### src/rtl/evm_pkg.sv
// evm_pkg: shared types and constants for the ballot controller.
//   state_e            - controller FSM states
//   NUM_CANDIDATES     - number of candidate buttons / tallies
//   VOTE_W             - tally width in bits
//   *_DEF              - default lockout / ballot-open durations in cycles
package evm_pkg;

   localparam int unsigned NUM_CANDIDATES     = 4;
   localparam int unsigned VOTE_W             = 4;
   localparam int unsigned LOCKOUT_CYCLES_DEF = 10;
   localparam int unsigned ARM_TIMEOUT_DEF    = 1000;

   typedef enum logic [2:0] {
      ST_IDLE,
      ST_ARMED,
      ST_CAST,
      ST_LOCKOUT,
      ST_RELEASE
   } state_e;

   // Index of the lowest set button; only meaningful when exactly one is set.
   function automatic logic [1:0] button_idx(input logic [NUM_CANDIDATES-1:0] b);
      logic [1:0] idx;
      idx = '0;
      for (int unsigned i = NUM_CANDIDATES; i > 0; i--) begin
         if (b[i-1]) idx = 2'(i - 1);
      end
      return idx;
   endfunction

   // True when two or more buttons are pressed together.
   function automatic logic multi_press(input logic [NUM_CANDIDATES-1:0] b);
      return (b & (b - 1'b1)) != '0;
   endfunction

endpackage

### src/rtl/vote_tally.sv
// vote_tally: saturating per-candidate vote counter.
//   clk     - system clock
//   rst     - asynchronous active-high reset, clears the count
//   inc_i   - add one vote this cycle
//   count_o - current tally, holds at all-ones once full
module vote_tally
   import evm_pkg::*;
(
   input  logic              clk,
   input  logic              rst,
   input  logic              inc_i,
   output logic [VOTE_W-1:0] count_o
);

   logic [VOTE_W-1:0] count_q, count_d;

   always_comb begin
      count_d = count_q;
      if (inc_i && (count_q != '1)) count_d = count_q + 1'b1;
   end

   always_ff @(posedge clk or posedge rst) begin
      if (rst) count_q <= '0;
      else     count_q <= count_d;
   end

   assign count_o = count_q;

endmodule

### src/rtl/ballot_controller.sv
// ballot_controller: electronic voting machine ballot sequencer.
//   clock, reset                - system clock, asynchronous active-high reset
//   mode                        - 0 = voting, 1 = result display
//   ballot_enable               - presiding-officer level; rising edge issues a ballot
//   candidateN_button_press     - debounced candidate buttons (N = 1..4)
//   ballot_ready                - registered: ballot open and awaiting a press
//   valid_vote_casted           - one-cycle pulse per accepted vote
//   vote_rejected               - one-cycle pulse when a multi-press voids the ballot
//   ballot_timeout              - one-cycle pulse when an open ballot expires
//   candidateN_votes            - saturating per-candidate tallies
//   busy                        - high whenever the FSM is not idle
module ballot_controller
   import evm_pkg::*;
#(
   parameter int unsigned LOCKOUT_CYCLES = LOCKOUT_CYCLES_DEF,
   parameter int unsigned ARM_TIMEOUT    = ARM_TIMEOUT_DEF
) (
   input  logic              clock,
   input  logic              reset,
   input  logic              mode,
   input  logic              ballot_enable,
   input  logic              candidate1_button_press,
   input  logic              candidate2_button_press,
   input  logic              candidate3_button_press,
   input  logic              candidate4_button_press,
   output logic              ballot_ready,
   output logic              valid_vote_casted,
   output logic              vote_rejected,
   output logic              ballot_timeout,
   output logic [VOTE_W-1:0] candidate1_votes,
   output logic [VOTE_W-1:0] candidate2_votes,
   output logic [VOTE_W-1:0] candidate3_votes,
   output logic [VOTE_W-1:0] candidate4_votes,
   output logic              busy
);

   localparam int unsigned ARM_W = $clog2(ARM_TIMEOUT + 1);
   localparam int unsigned LCK_W = $clog2(LOCKOUT_CYCLES + 1);
   localparam logic [ARM_W-1:0] ARM_LAST = ARM_W'(ARM_TIMEOUT - 1);
   localparam logic [LCK_W-1:0] LCK_LAST = LCK_W'(LOCKOUT_CYCLES - 1);

   state_e                    state_q, state_d;
   logic [ARM_W-1:0]          arm_q, arm_d;
   logic [LCK_W-1:0]          lck_q, lck_d;
   logic [1:0]                cand_q, cand_d;
   logic                      en_q;
   logic                      en_low_q, en_low_d;
   logic                      ready_q;
   logic                      valid_q, valid_d;
   logic                      rej_q, rej_d;
   logic                      tmo_q, tmo_d;
   logic [NUM_CANDIDATES-1:0] buttons;
   logic [NUM_CANDIDATES-1:0] inc;
   logic                      en_rise;
   logic [VOTE_W-1:0]         tally [NUM_CANDIDATES];

   assign buttons = {candidate4_button_press, candidate3_button_press,
                     candidate2_button_press, candidate1_button_press};

   // en_low_q blocks a level that was already high across reset release
   // from looking like a fresh edge against the cleared en_q.
   assign en_rise  = ballot_enable && !en_q && en_low_q;
   assign en_low_d = en_low_q || !ballot_enable;

   always_comb begin
      state_d = state_q;
      arm_d   = '0;
      lck_d   = '0;
      cand_d  = cand_q;
      valid_d = 1'b0;
      rej_d   = 1'b0;
      tmo_d   = 1'b0;
      case (state_q)
         ST_IDLE: begin
            if (en_rise && !mode) state_d = ST_ARMED;
         end
         ST_ARMED: begin
            arm_d = arm_q + 1'b1;
            if (mode) begin
               state_d = ST_IDLE;
            end else if (multi_press(buttons)) begin
               state_d = ST_RELEASE;
               rej_d   = 1'b1;
            end else if (buttons != '0) begin
               state_d = ST_CAST;
               cand_d  = button_idx(buttons);
               valid_d = 1'b1;
            end else if (arm_q == ARM_LAST) begin
               state_d = ST_IDLE;
               tmo_d   = 1'b1;
            end
         end
         ST_CAST: begin
            state_d = ST_LOCKOUT;
         end
         ST_LOCKOUT: begin
            if (lck_q == LCK_LAST) state_d = ST_RELEASE;
            else                   lck_d   = lck_q + 1'b1;
         end
         ST_RELEASE: begin
            if (buttons == '0) state_d = ST_IDLE;
         end
         default: state_d = ST_IDLE;
      endcase
   end

   // Pulses are registered on the deciding transition, so each one lines
   // up with the first cycle of the state it leads into.
   always_ff @(posedge clock or posedge reset) begin
      if (reset) begin
         state_q  <= ST_IDLE;
         arm_q    <= '0;
         lck_q    <= '0;
         cand_q   <= '0;
         en_q     <= 1'b0;
         en_low_q <= 1'b0;
         ready_q  <= 1'b0;
         valid_q  <= 1'b0;
         rej_q    <= 1'b0;
         tmo_q    <= 1'b0;
      end else begin
         state_q  <= state_d;
         arm_q    <= arm_d;
         lck_q    <= lck_d;
         cand_q   <= cand_d;
         en_q     <= ballot_enable;
         en_low_q <= en_low_d;
         ready_q  <= (state_q == ST_ARMED);
         valid_q  <= valid_d;
         rej_q    <= rej_d;
         tmo_q    <= tmo_d;
      end
   end

   always_comb begin
      inc = '0;
      if (state_q == ST_CAST) inc[cand_q] = 1'b1;
   end

   for (genvar g = 0; g < NUM_CANDIDATES; g++) begin : g_tally
      vote_tally u_tally (
         .clk     (clock),
         .rst     (reset),
         .inc_i   (inc[g]),
         .count_o (tally[g])
      );
   end

   assign ballot_ready      = ready_q;
   assign valid_vote_casted = valid_q;
   assign vote_rejected     = rej_q;
   assign ballot_timeout    = tmo_q;
   assign busy              = (state_q != ST_IDLE);
   assign candidate1_votes  = tally[0];
   assign candidate2_votes  = tally[1];
   assign candidate3_votes  = tally[2];
   assign candidate4_votes  = tally[3];

endmodule
### config.mk
export PLATFORM = sky130hd
export DESIGN_NAME = ballot_controller
export DESIGN_NICKNAME = d
export VERILOG_FILES = /design/src/rtl/evm_pkg.sv /design/src/rtl/vote_tally.sv /design/src/rtl/ballot_controller.sv
export SDC_FILE = /design/constraint.sdc
export NUM_CORES = 1
export LEC_CHECK = 0
export ABC_CLOCK_PERIOD_IN_PS = 5600
export CORE_ASPECT_RATIO = 1.75
export CORE_MARGIN = 3
export CORE_UTILIZATION = 25
export CTS_BUF_LIST = sky130_fd_sc_hd__clkbuf_8 sky130_fd_sc_hd__clkbuf_16
export CTS_CLUSTER_DIAMETER = 40
export DETAILED_ROUTE_END_ITERATION = 16
export DONT_BUFFER_PORTS = 1
export REMOVE_ABC_BUFFERS = 1
export SYNTH_ARGS = -nofsm -noshare
export SYNTH_HDL_FRONTEND = slang
export SYNTH_SLANG_ARGS = --single-unit
### constraint.sdc
create_clock -name clock -period 5.6 [get_ports clock]
set_input_delay 0.84 -clock clock [delete_from_list [all_inputs] [get_ports clock]]
set_output_delay 0.84 -clock clock [all_outputs]
set_load 0.01 [all_outputs]
Yosys cells after proc, flatten, opt, wreduce, memory -nomap -nowiden. Cells that the tools add are included.

Register bits: 41. Bits of input ports: 8. Output and inout bits: 21.

Add/subtract/negate cells: 7. $lt $le $gt $ge: 2. Equal/unequal tests: 14. Multiplexer cells: 30. Bitwise operators: 3. Reduce and logical (&&, ||, !) cells: 19.

Operators with widths (number): two-way mux 3 bit (7); adder 4 x 1 -> 4 bit (second input constant) (5); != test 4 bit (second input constant) (4); case mux 3 bit (5 select lines) (1); two-way mux 1 bit (13); two-way mux 4 bit (3); adder 10 x 1 -> 10 bit (second input constant) (1); equality test 10 bit (second input constant) (1); two-way mux 10 bit (1); logical AND 1 bit (8); two-way mux 2 bit (4); AND reduction 4 bit (2); nonzero test 4 bit (2); equality test 3 x 2 -> 1 bit (second input constant) (2); != test 2 bit (second input constant) (3); != test 5 bit (second input constant) (1); bitwise AND 4 bit (1); equality test 4 bit (second input constant) (1); logical NOT 4 bit (1); subtractor 4 x 1 -> 4 bit (second input constant) (1); equality test 3 x 1 -> 1 bit (second input constant) (1); equality test 3 bit (second input constant) (1); logical NOT 1 bit (3); logical NOT 3 bit (1); 6 further kinds (7).

Depth between registers and ports, before layout. Gate-level depths: netlist of the first run.

Word-level depth: 6. Depth in mapped cells: 6. Mapped depth without buffers: 6.

Hierarchy. Synthesis of the first run repeated with hierarchy kept, for this count alone.

Cells, all modules: 211. Area, all modules: 2107.0 um^2.

Modules (own cells, without submodules): ballot_controller (instances 1, cells an instance 127, area each 1251.2 um^2); vote_tally (instances 4, cells an instance 21, area each 214.0 um^2).

Least setup slack after synthesis of the first run. Ideal clock, no wire load.

Path type: input-to-reg. Start: input candidate1_button_press. End: register state_q[0]. Library setup time: 0.128 ns. Arrival: 2.266 ns. Required time: 5.472 ns. Slack: 3.206 ns. Cell stages on the path: 5. Cell sequence: buf_2 -> or4_1 -> or2_1 -> o211ai_2 -> mux2_1.

Longest elaborated chain between the ends: 6.

Ends and longest elaborated chain: start, declared (RTL line ballot_controller.sv:22) `input logic candidate1_button_press,`; subtractor 4 x 1 -> 4 bit (RTL line evm_pkg.sv:33) `return (b & (b - 1'b1)) != '0;`; bitwise AND 4 bit (RTL line evm_pkg.sv:33); nonzero test 4 bit (RTL line evm_pkg.sv:33); two-way mux 3 bit (RTL line ballot_controller.sv:81) `end else if (multi_press(buttons)) begin`; two-way mux 3 bit (RTL line ballot_controller.sv:79) `if (mode) begin`; case mux 3 bit (5 select lines) (RTL line ballot_controller.sv:73) `case (state_q)`; end signal, assigned (RTL line ballot_controller.sv:122) `state_q <= state_d;`; end, declared (RTL line ballot_controller.sv:42) `state_e state_q, state_d;`.

Parallel ways exist; a longest one is shown, timed or not. A chain may end at the register's enable or synchronous reset.

Worst setup path after layout of the first run.
Start: input mode. End: register state_q[0].

Longest elaborated chain between the ends: 4.

Ends and longest elaborated chain: start, declared (RTL line ballot_controller.sv:20) `input logic mode,`; logical NOT 1 bit (RTL line ballot_controller.sv:75) `if (en_rise && !mode) state_d = ST_ARMED;`; logical AND 1 bit (RTL line ballot_controller.sv:75); != test 2 bit (no line); AND reduction 4 bit (no line).

Parallel ways exist; a longest one is shown, timed or not.

==> results.toml, run 1 <==
[drt]
wl_um = 3880
ant_nets = 0
via_count = 1316
dr.pass1.iters = 4
wire_per_inst_um = 14.2
drc = 0
drtIter0Drc = 29
viasPerCell = 4.80

[yosys]
postSynthCellCount = 186
syn-cell-area_um2 = 1970
ys_warn_count = 0
synth.avg_cell_area_um2 = 10.6
synthFlopType = "dfrtp_1"
synth-edff-count = 0
synth.distinct_cells = 43
ys_ff_latch = 41
async_flop_share = 1.00
yosysSeqAreaShare = 0.521

[cells_and_area]
utilization = 0.287
layout_commonest_cell = "dfrtp_1"
final_area_um2 = 2190
layout.cells.non_filler = 274
antenna_cells = 0
syn_to_final_growth_pct = 11.0
drive_gt1_frac = 0.0914
fin_nets = 200
layout_common_cells = "dfrtp_1, nor2_1, xnor2_1"

[clock_network]
ctsResizeCount = 0
cts_hold_buffers = 0
cts.sinks = 41
htree_levels = 2
cts_setup_buffers = 0
clock_latency_ps = 290
cts_tree = "yes"
clkSlewWorstSetupHoldPaths_ps = 60
cts-root-buf = "clkbuf_16"
cts_buffers = 5
cts_buffer_depth = 2

[worst_setup_path]
cp-end-kind = "flip-flop"
critPathRequiredTime_ps = 5770
worst-setup-path-type = "in2reg"
worstSetupStartpointType = "input pin"
arrival_ps = 2280
cp_max_fo = 7

[place]
post_dp_cell_area_um2 = 2040
gp_congestion = 0.743
dp_cells = 266
placement.io_buffers = 0
hpwl_um = 2900

[grt]
track_usage = 0.0951
antenna_found_initial = 0
grt_pass1_vias = 1317
grt_max_degree = 42
grt_overflow = 0
grt_pass1_wl_um = 6530

[power_and_ir_drop]
clockPowerShare = 0.344
p_per_area_nw_per_um2 = 379
comb_power_share = 0.168
p_leak_nw = 0.939
vdd_drop_max_mv = 0.185
internal_power_uw = 568
power_frac_seq = 0.488
switching_share = 0.314
switchingPower_uw = 260

[sta]
slew_violations = 0
setup_tns_ps = 0
worst_pin_slew_ps = 555
finalHoldWorstSlack_ps = 460
fin_crit_sh = 0.378
hold_viol_final = 0
rsz0062_at_grt = "no"
final.min_clock_period_ps = 2120
finalClockSkew_ps = 7.84
setup_viol = 0
relSlewSlack = 0.625
fmax_ghz = 0.473

[run]
cap_viol_max_count = 0

[floorplan]
die_h_um = 123
die_x_um = 73.1
start_util = 0.258
core_area_um2 = 7620
io_pins = 29
die_area_um2 = 9020
num_rows = 42

[worst_hold_path]
hp-class = "reg2reg"

[outcome]
status = "complete, no violations"
cells in the mapped netlist (4+ instances only):
library cell   n  area share
nor2_1        17       0.032
clkbuf_1       5      0.0095
mux2_2         4       0.023
a21oi_1       10       0.025
xor2_1         8       0.036
or3_1          4       0.013
nand2_1        9       0.017
nand4_1        4       0.013
nor3_1         6       0.015
inv_1          9       0.017
dfrtp_1       41        0.52
o21ai_0        4       0.010
nand3_1       11       0.028
ha_1           7       0.044
xnor2_1       12       0.053
path summary, 6_finish.rpt:
check                            from    endpoint  slack [ps]  depth (start not counted)
min                          en_low_q    en_low_q         460                          1
min in group asynchronous       reset    arm_q[4]         570                          2
max in group asynchronous       reset   cand_q[1]        4660                          2
max reg2reg                state_q[1]  state_q[0]        3560                          4
max                              mode  state_q[0]        3480                          4
min reg2reg                  en_low_q    en_low_q         460                          1
state kept, by name, summed over array words and instances (netlist names):
signal                   flops
en_q                         1
state_q                      3
ballot_timeout               1
vote_rejected                1
g_tally.u_tally.count_o     16
lck_q                        4
cand_q                       2
en_low_q                     1
valid_vote_casted            1
arm_q                       10
ballot_ready                 1
critical path, stage by stage:
cell,delay [ps]
or4b_1,620
or2_1,300
o211ai_2,190
mux2_1,330
routing by layer:
layer	track usage	wire length, um
met4	0.0450	79
met1	0.113	1610
met5	0	0
met3	0.0277	158
met2	0.155	2030
cell families (layout without fill, tap and decap cells):
family,Yosys count,in the layout,share of synthesized area
adders and majority gates,8,8,0.0496
xor gates and xnor gates,20,20,0.0889
buffers and inverters,18,18,0.0413
and+or+nand+nor,68,68,0.184
AOI/OAI and AO/OA,26,26,0.0864
muxes,5,5,0.0286
DFF,41,41,0.521
power by group through the flow:
stage	logic [mW]	registers, mW	clock network (mW)
after floorplan	0.114	0.393	0
after global placement	0.140	0.411	0
after detailed placement	0.143	0.411	0
after CTS	0.144	0.406	0.293
after global routing	0.166	0.412	0.306
final	0.139	0.404	0.285
final cells by class:
| cell class | instances | area, um^2 |
|---|---|---|
| tap | 88 | 110 |
| inverter | 9 | 33.8 |
| multi-input combinational | 127 | 862 |
| fill | 773 | 5430 |
| timing repair buffer | 1 | 7.51 |
| sequential | 41 | 1030 |
| clock inverter | 3 | 21.3 |
| clock buffer | 5 | 125 |
through the flow:
| stage | total power [mW] | setup WS, ps |
|---|---|---|
| after floorplan | 0.507 | 3270 |
| after global placement | 0.550 | 3200 |
| after detailed placement | 0.555 | 3190 |
| after CTS | 0.843 | 3500 |
| after global routing | 0.884 | 3440 |
| final | 0.828 | 3480 |
No activity file was read; power rests on OpenSTA's default activity.
==> run 2: changes to the inputs <==
Settings changed: ABC_CLOCK_PERIOD_IN_PS 5600 to 2150.
Clock period 5.6 ns to 2.15 ns, I/O delays scaled along.
==> run 2 against run 1 <==
Compared with the run above: wire length down 1.6%; count of clock-buffer cells in the layout unchanged; setup slack worse by 3200 ps; clock skew down 2.1 ps; combinational power rose to 2.7 times the previous value; power rose to 2.7 times the previous value; sequential power rose to 2.6 times the previous value; worst hold slack worse by 410 ps; sequential cell count unchanged.
==> results.toml, run 2 (synthesized netlist as in run 1, its figures left out) <==
[clock_network]
ctsResizeCount = 0
cts_buffer_depth = 2
htree_levels = 2
cts.sinks = 41
cts-root-buf = "clkbuf_16"
clkSlewWorstSetupHoldPaths_ps = 60
cts_setup_buffers = 0
cts_tree = "yes"
cts_hold_buffers = 0
cts_buffers = 5
clock_latency_ps = 280

[sta]
slew_violations = 0
rsz0062_at_grt = "no"
final.min_clock_period_ps = 1900
fin_crit_sh = 0.884
fmax_ghz = 0.526
finalClockSkew_ps = 5.73
relSlewSlack = 0.653
worst_pin_slew_ps = 516
hold_viol_final = 0
setup_tns_ps = 0
setup_viol = 0

[power_and_ir_drop]
switching_share = 0.290
clockPowerShare = 0.367
comb_power_share = 0.169
internal_power_mw = 1.61
power_frac_seq = 0.464
p_leak_nw = 0.963
switchingPower_uw = 656
p_per_area_nw_per_um2 = 1020
vdd_drop_max_mv = 0.609

[drt]
ant_nets = 0
dr.pass1.iters = 4
wl_um = 3820
viasPerCell = 4.84
wire_per_inst_um = 13.8
drtIter0Drc = 28
via_count = 1336
drc = 0

[grt]
antenna_found_initial = 0
track_usage = 0.0942
grt_pass1_vias = 1332
grt_pass1_wl_um = 6480
grt_overflow = 0
grt_max_degree = 42

[cells_and_area]
layout_common_cells = "dfrtp_1, nor2_1, xnor2_1"
antenna_cells = 0
layout_commonest_cell = "dfrtp_1"
final_area_um2 = 2220
largest_register_ffs = 16
fin_nets = 203
syn_to_final_growth_pct = 12.8
drive_gt1_frac = 0.101

[worst_setup_path]
r2r_setup_slack_ps = 250
worstSetupStartpointType = "flip-flop"
arrival_ps = 2060
crit_buf_inv = 0
worst-setup-path-type = "reg2reg"
worstPathCellList = "or4b_1 > or2_1 > o211ai_2 > mux2_1"
r2r_end = "state_q[0]"
cp-end-kind = "flip-flop"
critPathRequiredTime_ps = 2310
r2r-start = "state_q[1]"
cp_slowest_cell = "or4b_1"
r2r_cells = 4
max_stage_delay_ps = 560
crit_family = "simple AND/OR/NAND/NOR gates"
cp_max_fo = 8

[run]
cap_viol_max_count = 0

[floorplan]
core_area_um2 = 7620
num_rows = 42
io_pins = 29
die_area_um2 = 9020
die_h_um = 123
die_x_um = 73.1
start_util = 0.258

[place]
gp_congestion = 0.793
post_dp_cell_area_um2 = 2060
hpwl_um = 2840
placement.io_buffers = 0

[outcome]
status = "complete, no violations"

[worst_hold_path]
hp-class = "in2async"
[run 2: cell count changes in the layout (fill, tap and decap cells not counted)]
cell and change:
buf_4 +3, bufinv_16 +1, clkinvlp_4 -1, inv_6 -1
[run 2: worst reg2reg max path, delay by kind of cell, from the launching register on]
family / cells / cell delay (ps)
compound gates: 1 / 190
simple gates: 2 / 820
flops: 1 / 430
mux: 1 / 340
[run 2: through the flow]
stage / total power, mW / setup slack (ps) / util / hold slack, ps / instances
finish: 2.26 / 249 / 0.292 / 50.7 / 276
global route: 2.39 / 90.8 / 0.292 / 56.8 / 276
CTS: 2.30 / 247 / 0.292 / 58.7 / 276
detailed placement: 1.46 / 267 / 0.271 / 354 / 269
global placement: 1.45 / 284 / 0.271 / 354 / 269
floorplan: 1.32 / 239 / - / 354 / 177
[run 2: final cells by class]
type,instances,area (um^2)
tap,88,110
clock inverter,2,35.0
inverter,9,33.8
clock buffer,5,125
timing repair buffer,4,30.0
fill,776,5400
multi-input combinational,127,862
sequential,41,1030
[run 2: worst max-delay path by stage]
stage,startpoint,cells after the start,endpoint
3_5_place_dp,state_q[1],4,state_q[0]
3_3_place_gp,state_q[1],4,state_q[0]
5_1_grt,arm_q[0],5,state_q[2]
2_1_floorplan,state_q[1],4,state_q[0]
6_report,state_q[1],4,state_q[0]
4_1_cts,state_q[1],4,state_q[0]
[run 2: layer usage]
metal,up-vias,wire length (um),track usage
met5,-,0,0
met4,0,95,0.0520
met3,8,145,0.0269
met2,27,1960,0.159
met1,656,1610,0.104
li1,645,-,-
[run 2: power groups by stage]
stage	registers, mW	clock network, mW	logic (mW)
2_1_floorplan	1.02	0	0.297
3_3_place_gp	1.06	0	0.387
3_5_place_dp	1.07	0	0.391
4_1_cts	1.05	0.852	0.392
5_1_grt	1.07	0.881	0.440
6_report	1.05	0.830	0.382
==> run 3: changes to the inputs <==
Settings changed: ABC_CLOCK_PERIOD_IN_PS 2150 to 1750, DONT_BUFFER_PORTS 1 to default.
Clock period 2.15 ns to 1.75 ns, I/O delays scaled along.
==> run 3 against run 2 <==
Compared with the run above: the flow now finishes with violations (setup timing); critical endpoint unchanged; critical path depth stayed put; worst hold slack better by 300 ps; count of clock-buffer cells in the layout is 1 higher; largest cell class unchanged; sequential share of layout area is 7.5 points lower.
==> results.toml, run 3 (synthesized netlist as in run 1, its figures left out) <==
[place]
hpwl_um = 3020
placement.io_buffers = 28
post_dp_cell_area_um2 = 2470
gp_congestion = 0.785

[sta]
rsz0062_at_grt = "yes"
finalClockSkew_ps = 3.28
hold_viol_final = 0
fin_ws_ps = -38.9
fin_crit_sh = 1.02
relSlewSlack = 0.770
slew_violations = 0
final.min_clock_period_ps = 1790
fmax_ghz = 0.559
setup_viol = 1
worst_pin_slew_ps = 340

[power_and_ir_drop]
switchingPower_uw = 860
p_leak_nw = 1.16
clockPowerShare = 0.301
comb_power_share = 0.294
vdd_drop_max_mv = 0.568
power_frac_seq = 0.404
totalPowerFinal_mw = 2.97
internal_power_mw = 2.11
p_per_area_nw_per_um2 = 1120
switching_share = 0.289

[worst_hold_path]
hp-class = "in2async"

[cells_and_area]
antenna_cells = 0
layout_common_cells = "dfrtp_1, clkdlybuf4s50_1, buf_4"
layout_commonest_cell = "dfrtp_1"
drive_gt1_frac = 0.190
fillers = 743
largest_register_ffs = 16
syn_to_final_growth_pct = 34.6
final_area_um2 = 2650
fin_nets = 247

[worst_setup_path]
startpoint = "state_q[2]"
max_stage_delay_ps = 550
worstSetupStartpointType = "flip-flop"
worst-setup-path-type = "reg2reg"
worstPathCellList = "or4b_4 > or2_4 > o211ai_2 > mux2_4"
critPathRequiredTime_ps = 1910
arrival_ps = 1950
cp-end-kind = "flip-flop"
cp_slowest_cell = "or4b_4"
cp_max_fo = 2
r2r-start = "state_q[2]"

[grt]
grt_pass1_vias = 1419
grt_max_degree = 42
grt_pass1_wl_um = 6650
antenna_found_initial = 0
track_usage = 0.0967
grt_overflow = 0

[clock_network]
htree_levels = 2
clkSlewWorstSetupHoldPaths_ps = 60
cts.sinks = 41
cts-root-buf = "clkbuf_16"
cts_hold_buffers = 0
clock_latency_ps = 280
cts_buffer_depth = 2
cts_tree = "yes"
cts_buffers = 5

[outcome]
status = "finished, violations left"
violations = "setup timing"

[run]
cap_viol_max_count = 0

[drt]
wl_um = 4070
ant_nets = 0
drc = 0
via_count = 1480
viasPerCell = 4.63
wire_per_inst_um = 12.7
drtIter0Drc = 25
dr.pass1.iters = 4

[floorplan]
io_pins = 29
num_rows = 42
die_h_um = 123
start_util = 0.258
core_area_um2 = 7620
die_x_um = 73.1
die_area_um2 = 9020
run 3: final timing paths:
kind / end / slack (ps) / cells past startpoint
worst max-delay path: state_q[0] / -40 / 4
worst min-delay path: arm_q[6] / 350 / 3
worst max register to register: state_q[0] / -40 / 4
worst min register to register: arm_q[0] / 450 / 1
max in group asynchronous: lck_q[0] / 1200 / 3
min in group clock: arm_q[0] / 450 / 1
run 3: power groups by stage:
stage,Sequential (mW),Clock (mW),Combinational [mW]
after floorplan,1.26,0,0.364
after global placement,1.22,0,0.838
after detailed placement,1.22,0,0.849
after CTS,1.21,0.920,0.888
after global routing,1.22,0.962,0.968
final,1.20,0.897,0.875
run 3: through the flow:
stage           util  setup WS [ps]  hold slack [ps]  setup TNS, ps  cells
2_1_floorplan      -           -161              294           -161    177
5_1_grt        0.348          -87.4              371           -164    320
4_1_cts        0.345          -34.5              357          -34.5    320
6_report       0.348          -38.9              346          -38.9    320
3_3_place_gp   0.325           -407              441          -1600    313
3_5_place_dp   0.325           -456              448          -1750    313
run 3: worst max-delay path, delay by kind of cell (launching register included):
family | cells | cell delay [ps]
compound gates | 1 | 190
flops | 1 | 370
mux | 1 | 320
simple gates | 2 | 800
run 3: what timing repair did:
item                       CTS  global route
resized for setup           11             6
buffers inserted             0             0
pin swaps                    4             0
setup endpoints to repair    5             8
run 3: cell type report:
| cell class | instances | area, um^2 | area share |
|---|---|---|---|
| clock buffers | 6 | 139 | 0.0524 |
| clock inverters | 1 | 3.75 | 0.00142 |
| multi-input cells | 127 | 906 | 0.342 |
| flip-flops and latches | 41 | 1030 | 0.387 |
| repair buffers | 48 | 433 | 0.163 |
| well taps | 88 | 110 | 0.0415 |
| inverters | 9 | 33.8 | 0.0127 |
run 3: metal layers:
metal | vias up | part of all wire | global-route usage
met5 | - | 0 | 0
met3 | 5 | 0.032 | 0.0236
li1 | 741 | - | -
met2 | 23 | 0.53 | 0.166
met4 | 0 | 0.021 | 0.0485
met1 | 711 | 0.42 | 0.108
